## config.mk

```make
export PLATFORM = sky130hd
export DESIGN_NAME = vga_sync_rx_flat
export DESIGN_NICKNAME = d
export VERILOG_FILES = /design/src/rtl/vga_sync_rx_pkg.sv /design/src/rtl/vga_timing_pkg.sv /design/src/rtl/vga_sync_rx_if.sv /design/src/rtl/vga_sync_edge.sv /design/src/rtl/vga_sync_rx.sv /design/src/flat_wrapper.sv
export SDC_FILE = /design/constraint.sdc
export NUM_CORES = 1
export LEC_CHECK = 0
export BUFFER_PORTS_ARGS = -buffer_cell sky130_fd_sc_hd__buf_2
export CAP_MARGIN = 25
export CORE_MARGIN = 2
export CORE_UTILIZATION = 50
export CTS_CLUSTER_DIAMETER = 50
export DETAILED_ROUTE_END_ITERATION = 7
export PLACE_DENSITY = 0.73
export SETUP_SLACK_MARGIN = 0.02
export SYNTH_ARGS = -nofsm -noshare
export SYNTH_HDL_FRONTEND = slang
export SYNTH_SLANG_ARGS = --single-unit
```

## constraint.sdc

```tcl
create_clock -name clk -period 3.1 [get_ports clk]
set_input_delay 0.93 -clock clk [delete_from_list [all_inputs] [get_ports clk]]
set_output_delay 0.93 -clock clk [all_outputs]
set_load 0.02 [all_outputs]
```

## src/rtl/vga_sync_rx_pkg.sv

```systemverilog
// Types and widths private to the VGA loopback receiver.
package vga_sync_rx_pkg;
    localparam int COMP_W  = 4;
    localparam int RGB_W   = 3 * COMP_W;
    localparam int COORD_W = 11;
    localparam int SUM_W   = 16;
    localparam int TO_W    = 12;

    typedef enum logic [1:0] {
        SEEK   = 2'd0,
        TRACK  = 2'd1,
        LOCKED = 2'd2
    } rx_state_t;
endpackage

```

## src/rtl/vga_timing_pkg.sv

```systemverilog
// Nominal 640x480@60 VGA timing shared by the transmitter and the loopback receiver.
package vga_timing_pkg;
    localparam int   H_SYNC      = 96;
    localparam int   H_BP        = 48;
    localparam int   H_ACT       = 640;
    localparam int   H_TOTAL     = 800;
    localparam int   V_SYNC      = 2;
    localparam int   V_BP        = 33;
    localparam int   V_ACT       = 480;
    localparam int   V_TOTAL     = 525;
    localparam logic SYNC_POL    = 1'b0;
    localparam int   LOCK_FRAMES = 2;
endpackage

```

## src/rtl/vga_sync_rx_if.sv

```systemverilog
// VGA connector signals: syncs plus 4-bit colour components.
interface vga_sync_rx_if;
    import vga_sync_rx_pkg::*;

    logic              hs;
    logic              vs;
    logic [COMP_W-1:0] r;
    logic [COMP_W-1:0] g;
    logic [COMP_W-1:0] b;

    modport master (output hs, vs, r, g, b);
    modport slave  (input  hs, vs, r, g, b);
endinterface

```

## src/rtl/vga_sync_edge.sv

```systemverilog
// Two-flop sampler for an asynchronous-to-us sync pin plus a detector for the
// first sampled clock of the asserted level (polarity set by SYNC_POL).
module vga_sync_edge #(
    parameter logic SYNC_POL = vga_timing_pkg::SYNC_POL
) (
    input  logic clk,
    input  logic rst_n,
    input  logic sync_pin,
    output logic start
);
    logic sync_r1;
    logic sync_r2;

    // Sample the pin twice; reset to the idle level so no false start appears.
    always_ff @(posedge clk or negedge rst_n) begin
        if (!rst_n) begin
            sync_r1 <= ~SYNC_POL;
            sync_r2 <= ~SYNC_POL;
        end else begin
            sync_r1 <= sync_pin;
            sync_r2 <= sync_r1;
        end
    end

    assign start = (sync_r1 == SYNC_POL) && (sync_r2 != SYNC_POL);
endmodule

```

## src/rtl/vga_sync_rx.sv

```systemverilog
// VGA loopback monitor: recovers pixel coordinates from hsync/vsync, checks
// line/frame lengths, tracks lock, captures a probe pixel and sums each frame.
module vga_sync_rx
    import vga_sync_rx_pkg::*;
#(
    parameter int   H_SYNC      = vga_timing_pkg::H_SYNC,
    parameter int   H_BP        = vga_timing_pkg::H_BP,
    parameter int   H_ACT       = vga_timing_pkg::H_ACT,
    parameter int   H_TOTAL     = vga_timing_pkg::H_TOTAL,
    parameter int   V_SYNC      = vga_timing_pkg::V_SYNC,
    parameter int   V_BP        = vga_timing_pkg::V_BP,
    parameter int   V_ACT       = vga_timing_pkg::V_ACT,
    parameter int   V_TOTAL     = vga_timing_pkg::V_TOTAL,
    parameter logic SYNC_POL    = vga_timing_pkg::SYNC_POL,
    parameter int   LOCK_FRAMES = vga_timing_pkg::LOCK_FRAMES
) (
    input  logic               clk,
    input  logic               rst_n,
    vga_sync_rx_if.slave       vga,
    input  logic [COORD_W-1:0] i_probe_x,
    input  logic [COORD_W-1:0] i_probe_y,
    output logic [COORD_W-1:0] o_x,
    output logic [COORD_W-1:0] o_y,
    output logic               o_de,
    output logic               o_locked,
    output logic               o_err_h,
    output logic               o_err_v,
    output logic [RGB_W-1:0]   o_probe_rgb,
    output logic               o_probe_valid,
    output logic [SUM_W-1:0]   o_frame_sum,
    output logic               o_frame_done
);
    localparam logic [COORD_W-1:0] X0     = COORD_W'(H_SYNC + H_BP);
    localparam logic [COORD_W-1:0] X1     = COORD_W'(H_SYNC + H_BP + H_ACT);
    localparam logic [COORD_W-1:0] Y0     = COORD_W'(V_SYNC + V_BP);
    localparam logic [COORD_W-1:0] Y1     = COORD_W'(V_SYNC + V_BP + V_ACT);
    localparam logic [COORD_W:0]   H_LEN  = (COORD_W + 1)'(H_TOTAL);
    localparam logic [COORD_W:0]   V_LEN  = (COORD_W + 1)'(V_TOTAL);
    localparam logic [TO_W-1:0]    TO_MAX = TO_W'(2 * H_TOTAL - 1);
    localparam int                 GW     = $clog2(LOCK_FRAMES + 1);
    localparam logic [GW-1:0]      G_LAST = GW'(LOCK_FRAMES - 1);

    function automatic logic [COORD_W-1:0] sat_inc_coord(input logic [COORD_W-1:0] v);
        return (v == '1) ? v : v + 1'b1;
    endfunction

    function automatic logic [TO_W-1:0] sat_inc_to(input logic [TO_W-1:0] v);
        return (v == '1) ? v : v + 1'b1;
    endfunction

    logic               hs_start;
    logic               vs_start;
    logic [RGB_W-1:0]   rgb_r1;
    logic [RGB_W-1:0]   rgb_r2;
    logic [COORD_W-1:0] h_pos;
    logic [COORD_W-1:0] v_pos;
    logic               vs_pend;
    logic               h_seen;
    logic               v_seen;
    logic [TO_W-1:0]    to_cnt;
    rx_state_t          state;
    rx_state_t          state_next;
    logic [GW-1:0]      good_cnt;
    logic [GW-1:0]      good_next;
    logic [SUM_W-1:0]   acc;

    logic               reload;
    logic               err_h;
    logic               err_v;
    logic               timeout;
    logic               entering_seek;
    logic               de_next;
    logic [COORD_W-1:0] x_next;
    logic [COORD_W-1:0] y_next;
    logic               probe_hit;

    vga_sync_edge #(.SYNC_POL(SYNC_POL)) u_hs_edge (
        .clk      (clk),
        .rst_n    (rst_n),
        .sync_pin (vga.hs),
        .start    (hs_start)
    );

    vga_sync_edge #(.SYNC_POL(SYNC_POL)) u_vs_edge (
        .clk      (clk),
        .rst_n    (rst_n),
        .sync_pin (vga.vs),
        .start    (vs_start)
    );

    // Colour follows the same two-flop path as the syncs so it stays aligned with h_pos.
    always_ff @(posedge clk) begin
        rgb_r1 <= {vga.r, vga.g, vga.b};
        rgb_r2 <= rgb_r1;
    end

    // A vsync that arrives mid-line waits for the next hsync to restart the frame.
    assign reload        = hs_start && (vs_start || vs_pend);
    assign err_h         = hs_start && h_seen && (({1'b0, h_pos} + 1'b1) != H_LEN);
    assign err_v         = reload && v_seen && (({1'b0, v_pos} + 1'b1) != V_LEN);
    assign timeout       = !hs_start && (to_cnt >= TO_MAX);
    assign entering_seek = (state_next == SEEK) && (state != SEEK);

    assign x_next    = h_pos - X0;
    assign y_next    = v_pos - Y0;
    assign de_next   = (state == LOCKED) && (h_pos >= X0) && (h_pos < X1)
                       && (v_pos >= Y0) && (v_pos < Y1);
    assign probe_hit = de_next && (x_next == i_probe_x) && (y_next == i_probe_y);
    assign o_locked  = (state == LOCKED);

    // Lock FSM next state: only checked reloads count towards lock; timeout overrides all.
    always_comb begin
        state_next = state;
        good_next  = good_cnt;
        case (state)
            SEEK: begin
                if (vs_start) begin
                    state_next = TRACK;
                    good_next  = '0;
                end
            end
            TRACK: begin
                if (err_h || err_v) begin
                    good_next = '0;
                end else if (reload && v_seen) begin
                    if (good_cnt == G_LAST) begin
                        state_next = LOCKED;
                        good_next  = '0;
                    end else begin
                        good_next = good_cnt + 1'b1;
                    end
                end
            end
            LOCKED: begin
                if (err_h || err_v) begin
                    state_next = TRACK;
                    good_next  = '0;
                end
            end
            default: begin
                state_next = SEEK;
                good_next  = '0;
            end
        endcase
        if (timeout) begin
            state_next = SEEK;
            good_next  = '0;
        end
    end

    // Lock FSM state register.
    always_ff @(posedge clk or negedge rst_n) begin
        if (!rst_n) begin
            state    <= SEEK;
            good_cnt <= '0;
        end else begin
            state    <= state_next;
            good_cnt <= good_next;
        end
    end

    // Position counters, pending vsync, first-event suppression flags and hsync watchdog.
    always_ff @(posedge clk or negedge rst_n) begin
        if (!rst_n) begin
            h_pos   <= '0;
            v_pos   <= '0;
            vs_pend <= 1'b0;
            h_seen  <= 1'b0;
            v_seen  <= 1'b0;
            to_cnt  <= '0;
        end else begin
            h_pos  <= hs_start ? '0 : sat_inc_coord(h_pos);
            to_cnt <= hs_start ? '0 : sat_inc_to(to_cnt);

            if (reload)        v_pos <= '0;
            else if (hs_start) v_pos <= sat_inc_coord(v_pos);

            if (reload)        vs_pend <= 1'b0;
            else if (vs_start) vs_pend <= 1'b1;

            if (entering_seek) h_seen <= 1'b0;
            else if (hs_start) h_seen <= 1'b1;

            if (entering_seek) v_seen <= 1'b0;
            else if (reload)   v_seen <= 1'b1;
        end
    end

    // Registered coordinates, data-enable, error pulses and probe capture.
    always_ff @(posedge clk or negedge rst_n) begin
        if (!rst_n) begin
            o_x           <= '0;
            o_y           <= '0;
            o_de          <= 1'b0;
            o_err_h       <= 1'b0;
            o_err_v       <= 1'b0;
            o_probe_rgb   <= '0;
            o_probe_valid <= 1'b0;
        end else begin
            o_de          <= de_next;
            o_x           <= de_next ? x_next : '0;
            o_y           <= de_next ? y_next : '0;
            o_err_h       <= err_h;
            o_err_v       <= err_v;
            o_probe_valid <= probe_hit;
            if (probe_hit) o_probe_rgb <= rgb_r2;
        end
    end

    // Per-frame checksum: publish at each locked reload, restart on any state change.
    always_ff @(posedge clk or negedge rst_n) begin
        if (!rst_n) begin
            acc          <= '0;
            o_frame_sum  <= '0;
            o_frame_done <= 1'b0;
        end else begin
            o_frame_done <= (state == LOCKED) && reload;
            if ((state == LOCKED) && reload) begin
                o_frame_sum <= acc;
                acc         <= '0;
            end else if (state_next != state) begin
                acc <= '0;
            end else if (de_next) begin
                acc <= acc + SUM_W'(rgb_r2);
            end
        end
    end
endmodule
```

## src/flat_wrapper.sv

```systemverilog
// flat-port wrapper written by rule: the top's interface ports become plain ports
module vga_sync_rx_flat import vga_sync_rx_pkg::*;
#(
    parameter int   H_SYNC      = vga_timing_pkg::H_SYNC,
    parameter int   H_BP        = vga_timing_pkg::H_BP,
    parameter int   H_ACT       = vga_timing_pkg::H_ACT,
    parameter int   H_TOTAL     = vga_timing_pkg::H_TOTAL,
    parameter int   V_SYNC      = vga_timing_pkg::V_SYNC,
    parameter int   V_BP        = vga_timing_pkg::V_BP,
    parameter int   V_ACT       = vga_timing_pkg::V_ACT,
    parameter int   V_TOTAL     = vga_timing_pkg::V_TOTAL,
    parameter logic SYNC_POL    = vga_timing_pkg::SYNC_POL,
    parameter int   LOCK_FRAMES = vga_timing_pkg::LOCK_FRAMES
)
  (clk, rst_n, i_probe_x, i_probe_y, o_x, o_y, o_de, o_locked, o_err_h, o_err_v, o_probe_rgb, o_probe_valid, o_frame_sum, o_frame_done, vga_hs, vga_vs, vga_r, vga_g, vga_b);
  vga_sync_rx_if vga_i ();
  input  logic clk;
  input  logic rst_n;
  input  logic [COORD_W-1:0] i_probe_x;
  input  logic [COORD_W-1:0] i_probe_y;
  output logic [COORD_W-1:0] o_x;
  output logic [COORD_W-1:0] o_y;
  output logic o_de;
  output logic o_locked;
  output logic o_err_h;
  output logic o_err_v;
  output logic [RGB_W-1:0] o_probe_rgb;
  output logic o_probe_valid;
  output logic [SUM_W-1:0] o_frame_sum;
  output logic o_frame_done;
  input wire logic [$bits(vga_i.hs)-1:0] vga_hs;
  input wire logic [$bits(vga_i.vs)-1:0] vga_vs;
  input wire logic [$bits(vga_i.r)-1:0] vga_r;
  input wire logic [$bits(vga_i.g)-1:0] vga_g;
  input wire logic [$bits(vga_i.b)-1:0] vga_b;
  assign vga_i.hs = vga_hs;
  assign vga_i.vs = vga_vs;
  assign vga_i.r = vga_r;
  assign vga_i.g = vga_g;
  assign vga_i.b = vga_b;
  vga_sync_rx #(.H_SYNC(H_SYNC), .H_BP(H_BP), .H_ACT(H_ACT), .H_TOTAL(H_TOTAL), .V_SYNC(V_SYNC), .V_BP(V_BP), .V_ACT(V_ACT), .V_TOTAL(V_TOTAL), .SYNC_POL(SYNC_POL), .LOCK_FRAMES(LOCK_FRAMES)) u_core (.clk(clk), .rst_n(rst_n), .vga(vga_i), .i_probe_x(i_probe_x), .i_probe_y(i_probe_y), .o_x(o_x), .o_y(o_y), .o_de(o_de), .o_locked(o_locked), .o_err_h(o_err_h), .o_err_v(o_err_v), .o_probe_rgb(o_probe_rgb), .o_probe_valid(o_probe_valid), .o_frame_sum(o_frame_sum), .o_frame_done(o_frame_done));
endmodule
```

# Word-level counts from Yosys, hierarchy flattened

Index checks and enable logic that the tools add are counted.

Bits in registers: 140
Output and inout bits: 56
Logic and storage cells: 118
Input port bits: 38

Reductions and logical operators: 29
$lt $le $gt $ge: 5
Mux-type cells: 32
Add/subtract/negate cells: 9
Equality and inequality tests: 17
Bitwise logic cells: 2

Operators by type and width:

| operator                                                                       | number |
|---|---|
| 11-bit two-way mux                                                             | 7 |
| 16-bit two-way mux                                                             | 3 |
| 11-bit by 1-bit adder with 12-bit output, second input constant                | 2 |
| 12-bit two-way mux                                                             | 2 |
| 2-bit two-way mux                                                              | 12 |
| 12-bit by 10-bit != test with 1-bit output, second input constant              | 2 |
| 11-bit by 1-bit adder with 11-bit output, second input constant                | 2 |
| 11-bit equality test                                                           | 2 |
| 11-bit equality test, second input constant                                    | 2 |
| 11-bit by 10-bit less-than comparator with 1-bit output, second input constant | 2 |
| 16-bit by 12-bit adder with 16-bit output                                      | 1 |
| 1-bit logical AND                                                              | 16 |
| 12-bit by 1-bit adder with 12-bit output, second input constant                | 1 |
| 12-bit equality test, second input constant                                    | 1 |
| 12-bit by 11-bit >= comparator with 1-bit output, second input constant        | 1 |
| 2-bit case mux with 3 select lines                                             | 2 |
| 11-bit by 6-bit >= comparator with 1-bit output, second input constant         | 1 |
| 11-bit by 8-bit >= comparator with 1-bit output, second input constant         | 1 |
| 11-bit by 6-bit subtractor with 11-bit output, second input constant           | 1 |
| 11-bit by 8-bit subtractor with 11-bit output, second input constant           | 1 |
| 2-bit nonzero test                                                             | 5 |
| 1-bit two-way mux                                                              | 6 |
| 3-bit by 1-bit != test with 1-bit output, second input constant                | 2 |
| 2-bit by 1-bit equality test with 1-bit output, second input constant          | 2 |
| other kinds (13)                                                               | 17 |

# Longest topological paths before layout

Word-level depth: 13
Mapped depth: 11
Mapped depth without buffers: 10

# By module

A second synthesis with hierarchy kept.

Cells, all modules: 634
Area, all modules: 6749.0 sq um

Modules (own cells, without submodules):

| module        | cells an instance | area an instance (sq um) | instances | seq. area each (sq um) |
|---|---|---|---|---|
| vga_sync_rx   | 628               | 6616.3                   | 1         | 3283.1 |
| vga_sync_edge | 3                 | 66.3                     | 2         | 52.6 |

# Least setup slack after synthesis

Ideal clock, no wire load.

Kind: register to register
From: register u_core.v_pos[1]
To: register u_core.o_probe_rgb[10]
Path slack: 0.419 ns
Setup time: 0.125 ns
Buffers on the path: 1
Data arrival time: 2.556 ns
Period minus slack after synthesis: 2.681 ns
Required time: 2.975 ns
Stages on the path, launching flop included: 10
Cell sequence: dfrtp_1 ha_1 o41ai_2 nor3b_2 xnor2_1 xor2_1 nand4_1 nor4_4 buf_6 mux2_4

Word-level cells in the longest chain between the ends: 5
Elaborated cells between the ends (all ways): 8
Those cells by class: add/sub (1); order compare (2); eq/ne (1); reduce/logical (4)

Ends and longest elaborated chain:

| item                                                                                  | line               | RTL |
|---|---|---|
| start, declared                                                                       | vga_sync_rx.sv:56  | `logic [COORD_W-1:0] v_pos;` |
| start signal, assigned                                                                | vga_sync_rx.sv:176 | `else if (hs_start) v_pos <= sat_inc_coord(v_pos);` |
| branches (longest 4 deep; another with 11-bit by 6-bit subtractor with 11-bit output) | --                 |  |
| 1-bit logical AND (*)                                                                 | vga_sync_rx.sv:108 | `assign probe_hit = de_next && (x_next == i_probe_x) && (y_next == i_probe_y);` |
| end signal, assigned                                                                  | vga_sync_rx.sv:206 | `if (probe_hit) o_probe_rgb <= rgb_r2;` |
| end, declared                                                                         | vga_sync_rx.sv:28  | `output logic [RGB_W-1:0] o_probe_rgb,` |

Mark *: on every way between the ends.
A chain may end at the register's enable or synchronous reset.

# Worst setup path in the final report

From: register u_core.v_pos[1]
To: register u_core.o_probe_rgb[1]

Same word-level chain as after synthesis.

==> run summary <==
Status -> complete, no violations
Layout Cells excl Fill -> 921
Pleak -> 3.90 nW
FFs w/ async S/R, synth -> 0.829
Crit Path Category -> reg -> reg
Setup total negative slack -> 0 ns
Worst Path Buf+Inv -> 1
Antenna cells -> 0
CTS buffer count -> 17
Sequential fraction of design power -> 0.415
Vias in the first global route -> 4,972
Hold Slack -> 0.326 ns
Share of total power in the clock network -> 0.436
CP endpoint kind -> flop
Initial Util -> 0.513
Fillers -> 1,034
Clock Tree Buf Depth -> 2
Dpl cells -> 890
Combinational power share -> 0.149
Startpoint Class -> flop
Crit-path cells -> ha_1, o41ai_4, nor3b_2, xnor2_1, xor2_1, nand4_1, nor4_4, buf_12, mux2_2
Crit path time final -> 2.90 ns
Via density -> 5.48
Pre-antenna DRT Iters -> 5
Final Net Count -> 791
DRC viols -> 0
Share of cells above drive strength 1 -> 0.271
Placer congestion estimate -> 0.876
Clock-pin slew on the worst setup and hold paths -> 0.06 ns
Power Density -> 605 nW/µm²
Final HPWL DP -> 10,400 µm
P_int -> 0.00357 W
Iteration-0 DRC Markers -> 316
Antenna viol nets, final -> 0
Grt ovf -> 0
Critical Path Fanout Max -> 12
Mean area per synthesized cell -> 10.8 µm²
Synth Instances -> 633
Chip Width -> 121 µm
Total power draw -> 0.00491 W
Sink Count -> 140
Mapped Area -> 6820 µm²
Wire per inst -> 15.9 µm
Skew-Pair Late Insertion Delay -> 0.42 ns
RSZ-0062 raised after global routing -> false
Max cap viols -> 0
Slew margin rel. -> 0.633
Vias -> 5,043
First-pass GRT wire length -> 24,600 µm
Area added between synthesis and finish -> 19.0%
Net Sw Power -> 0.00134 W
Slowest CP cell -> dfrtp_1
Fmax -> 345 MHz
Maximum number of pins on one net before global-route repair -> 44
Multi-input logic area -> 3210 µm²
H-Tree Depth -> 4
Area of the die -> 14,600 µm²
Storage cell area -> 3390 µm²
Core Area -> 13,300 µm²
Period utilization -> 0.934
Fin. Hold Viols -> 0
CTS tree -> built
I/O Buffers -> 93
Number of warnings issued by yosys -> 0
Yosys cell types -> 75
CP peak stage delay -> 0.46 ns
Clock Skew -> 0.00836 ns
Largest delay share family, worst path -> simple AND/OR/NAND/NOR gates
Drt total wl -> 14,600 µm
Measured slew at the worst slew-check pin -> 0.546 ns
Worst path required time -> 3.41 ns
Syn nets -> 691
Worst min path class -> reg -> reg
Worst EP arrival -> 3.20 ns
Initial antenna violation count -> 0
Site Rows -> 42
Sw Ratio -> 0.274
Gr usage total -> 0.215
Peak supply drop -> 0.350 mV
Main flop type after synthesis -> dfrtp_1
Final setup viols -> 0
Fin. max-slew vios -> 0
Ports -> 94
Yosys reg bits -> 140
CTS Root Cell -> clkbuf_16
Die H -> 121 µm
Post-synth EDFFs -> 0
Seq/Total Area, Yosys -> 0.497
[cell families after synthesis]
group / Yosys count / synth area share
and+or+nand+nor: 219 / 0.165
DFF: 140 / 0.497
AOI/OAI and AO/OA: 117 / 0.127
xor gates and xnor gates: 62 / 0.0840
buffers and inverters: 45 / 0.0345
muxes: 30 / 0.0547
adders and majority gates: 20 / 0.0378
[repair_timing]
action / 4_1_cts / 5_1_grt
endpoints found under the setup margin: 0 / 12
gates resized for setup: 0 / 1
hold buffers: 0 / 0
setup buffers: 0 / 0
[synthesized netlist by cell type, types with 13 or more instances]
cell | count | area share
nand2_1 | 41 | 0.023
inv_1 | 15 | 0.0083
ha_1 | 19 | 0.035
dfrtp_1 | 112 | 0.41
nor2_1 | 80 | 0.044
xor2_1 | 24 | 0.031
nand3_1 | 13 | 0.0095
o21ai_0 | 22 | 0.016
dfxtp_1 | 24 | 0.070
a21oi_1 | 27 | 0.020
buf_2 | 14 | 0.010
xnor2_1 | 35 | 0.045
nor3_1 | 15 | 0.011
mux2_2 | 18 | 0.030
[layer usage]
metal,routed length (µm),share of wire,up-vias,GRT usage
met2,7020,0.48,129,0.333
li1,-,-,2430,-
met4,385,0.026,0,0.105
met3,556,0.038,30,0.0434
met5,0,0,-,0
met1,6680,0.46,2454,0.288
[final timing paths]
path | depth (start not counted) | slack (ns) | start | endpoint
min in group asynchronous | 1 | 0.49 | rst_n | u_core.acc[0]
worst min register to register | 0 | 0.33 | u_core.rgb_r1[6] | u_core.rgb_r2[6]
worst max register to register | 9 | 0.20 | u_core.v_pos[1] | u_core.o_probe_rgb[1]
worst max-delay path | 9 | 0.20 | u_core.v_pos[1] | u_core.o_probe_rgb[1]
worst min-delay path | 0 | 0.33 | u_core.rgb_r1[6] | u_core.rgb_r2[6]
max in group asynchronous | 2 | 1.92 | rst_n | u_core.u_vs_edge.sync_r1
[per-stage QoR]
stage | area, µm² | setup slack (ns) | utilization
6_report | 8120 | 0.205 | 0.611
5_1_grt | 8120 | 0.0249 | 0.611
4_1_cts | 8110 | 0.155 | 0.610
3_5_place_dp | 7490 | 0.181 | 0.563
3_3_place_gp | 7490 | 0.259 | 0.563
2_1_floorplan | 6820 | 0.419 | -
[power groups by stage]
stage               clock network [W]  registers, W  logic [W]
floorplan                           0       0.00202   0.000544
global placement                    0       0.00206   0.000706
detailed placement                  0       0.00207   0.000726
CTS                           0.00218       0.00204   0.000733
global route                  0.00228       0.00205   0.000805
finish                        0.00214       0.00204   0.000730
[cell type report]
| class | count | area share |
|---|---|---|
| Sequential cell | 140 | 0.417 |
| Multi-Input combinational cell | 448 | 0.395 |
| Timing Repair Buffer | 110 | 0.0764 |
| Clock buffer | 19 | 0.0533 |
| Tap cell | 176 | 0.0271 |
| Clock inverter | 12 | 0.0233 |
| Inverter | 16 | 0.00740 |
[placed cells by master, fill, tap and decap left out, types with 9 or more instances in the layout]
cell type,synthesis,layout
nand3_1,13,13
inv_1,15,15
xor2_1,24,24
mux2_2,18,18
buf_2,14,92
o21ai_0,22,22
a21oi_1,27,27
nor3_1,15,15
buf_4,3,16
nand2_1,41,41
a31oi_1,10,10
ha_1,19,19
dfrtp_1,112,112
and3_1,9,9
mux2_4,10,10
nor2_1,80,80
xnor2_1,35,35
clkbuf_16,0,17
dfxtp_1,24,24
[state kept, by name, summed over array words and instances, names as in the netlist, 12 cells and up]
name                cells
u_core.rgb_r2          12
u_core.acc             16
u_core.to_cnt          12
u_core.o_probe_rgb     12
u_core.rgb_r1          12
u_core.o_frame_sum     16
(Power assumes the default switching activity.)
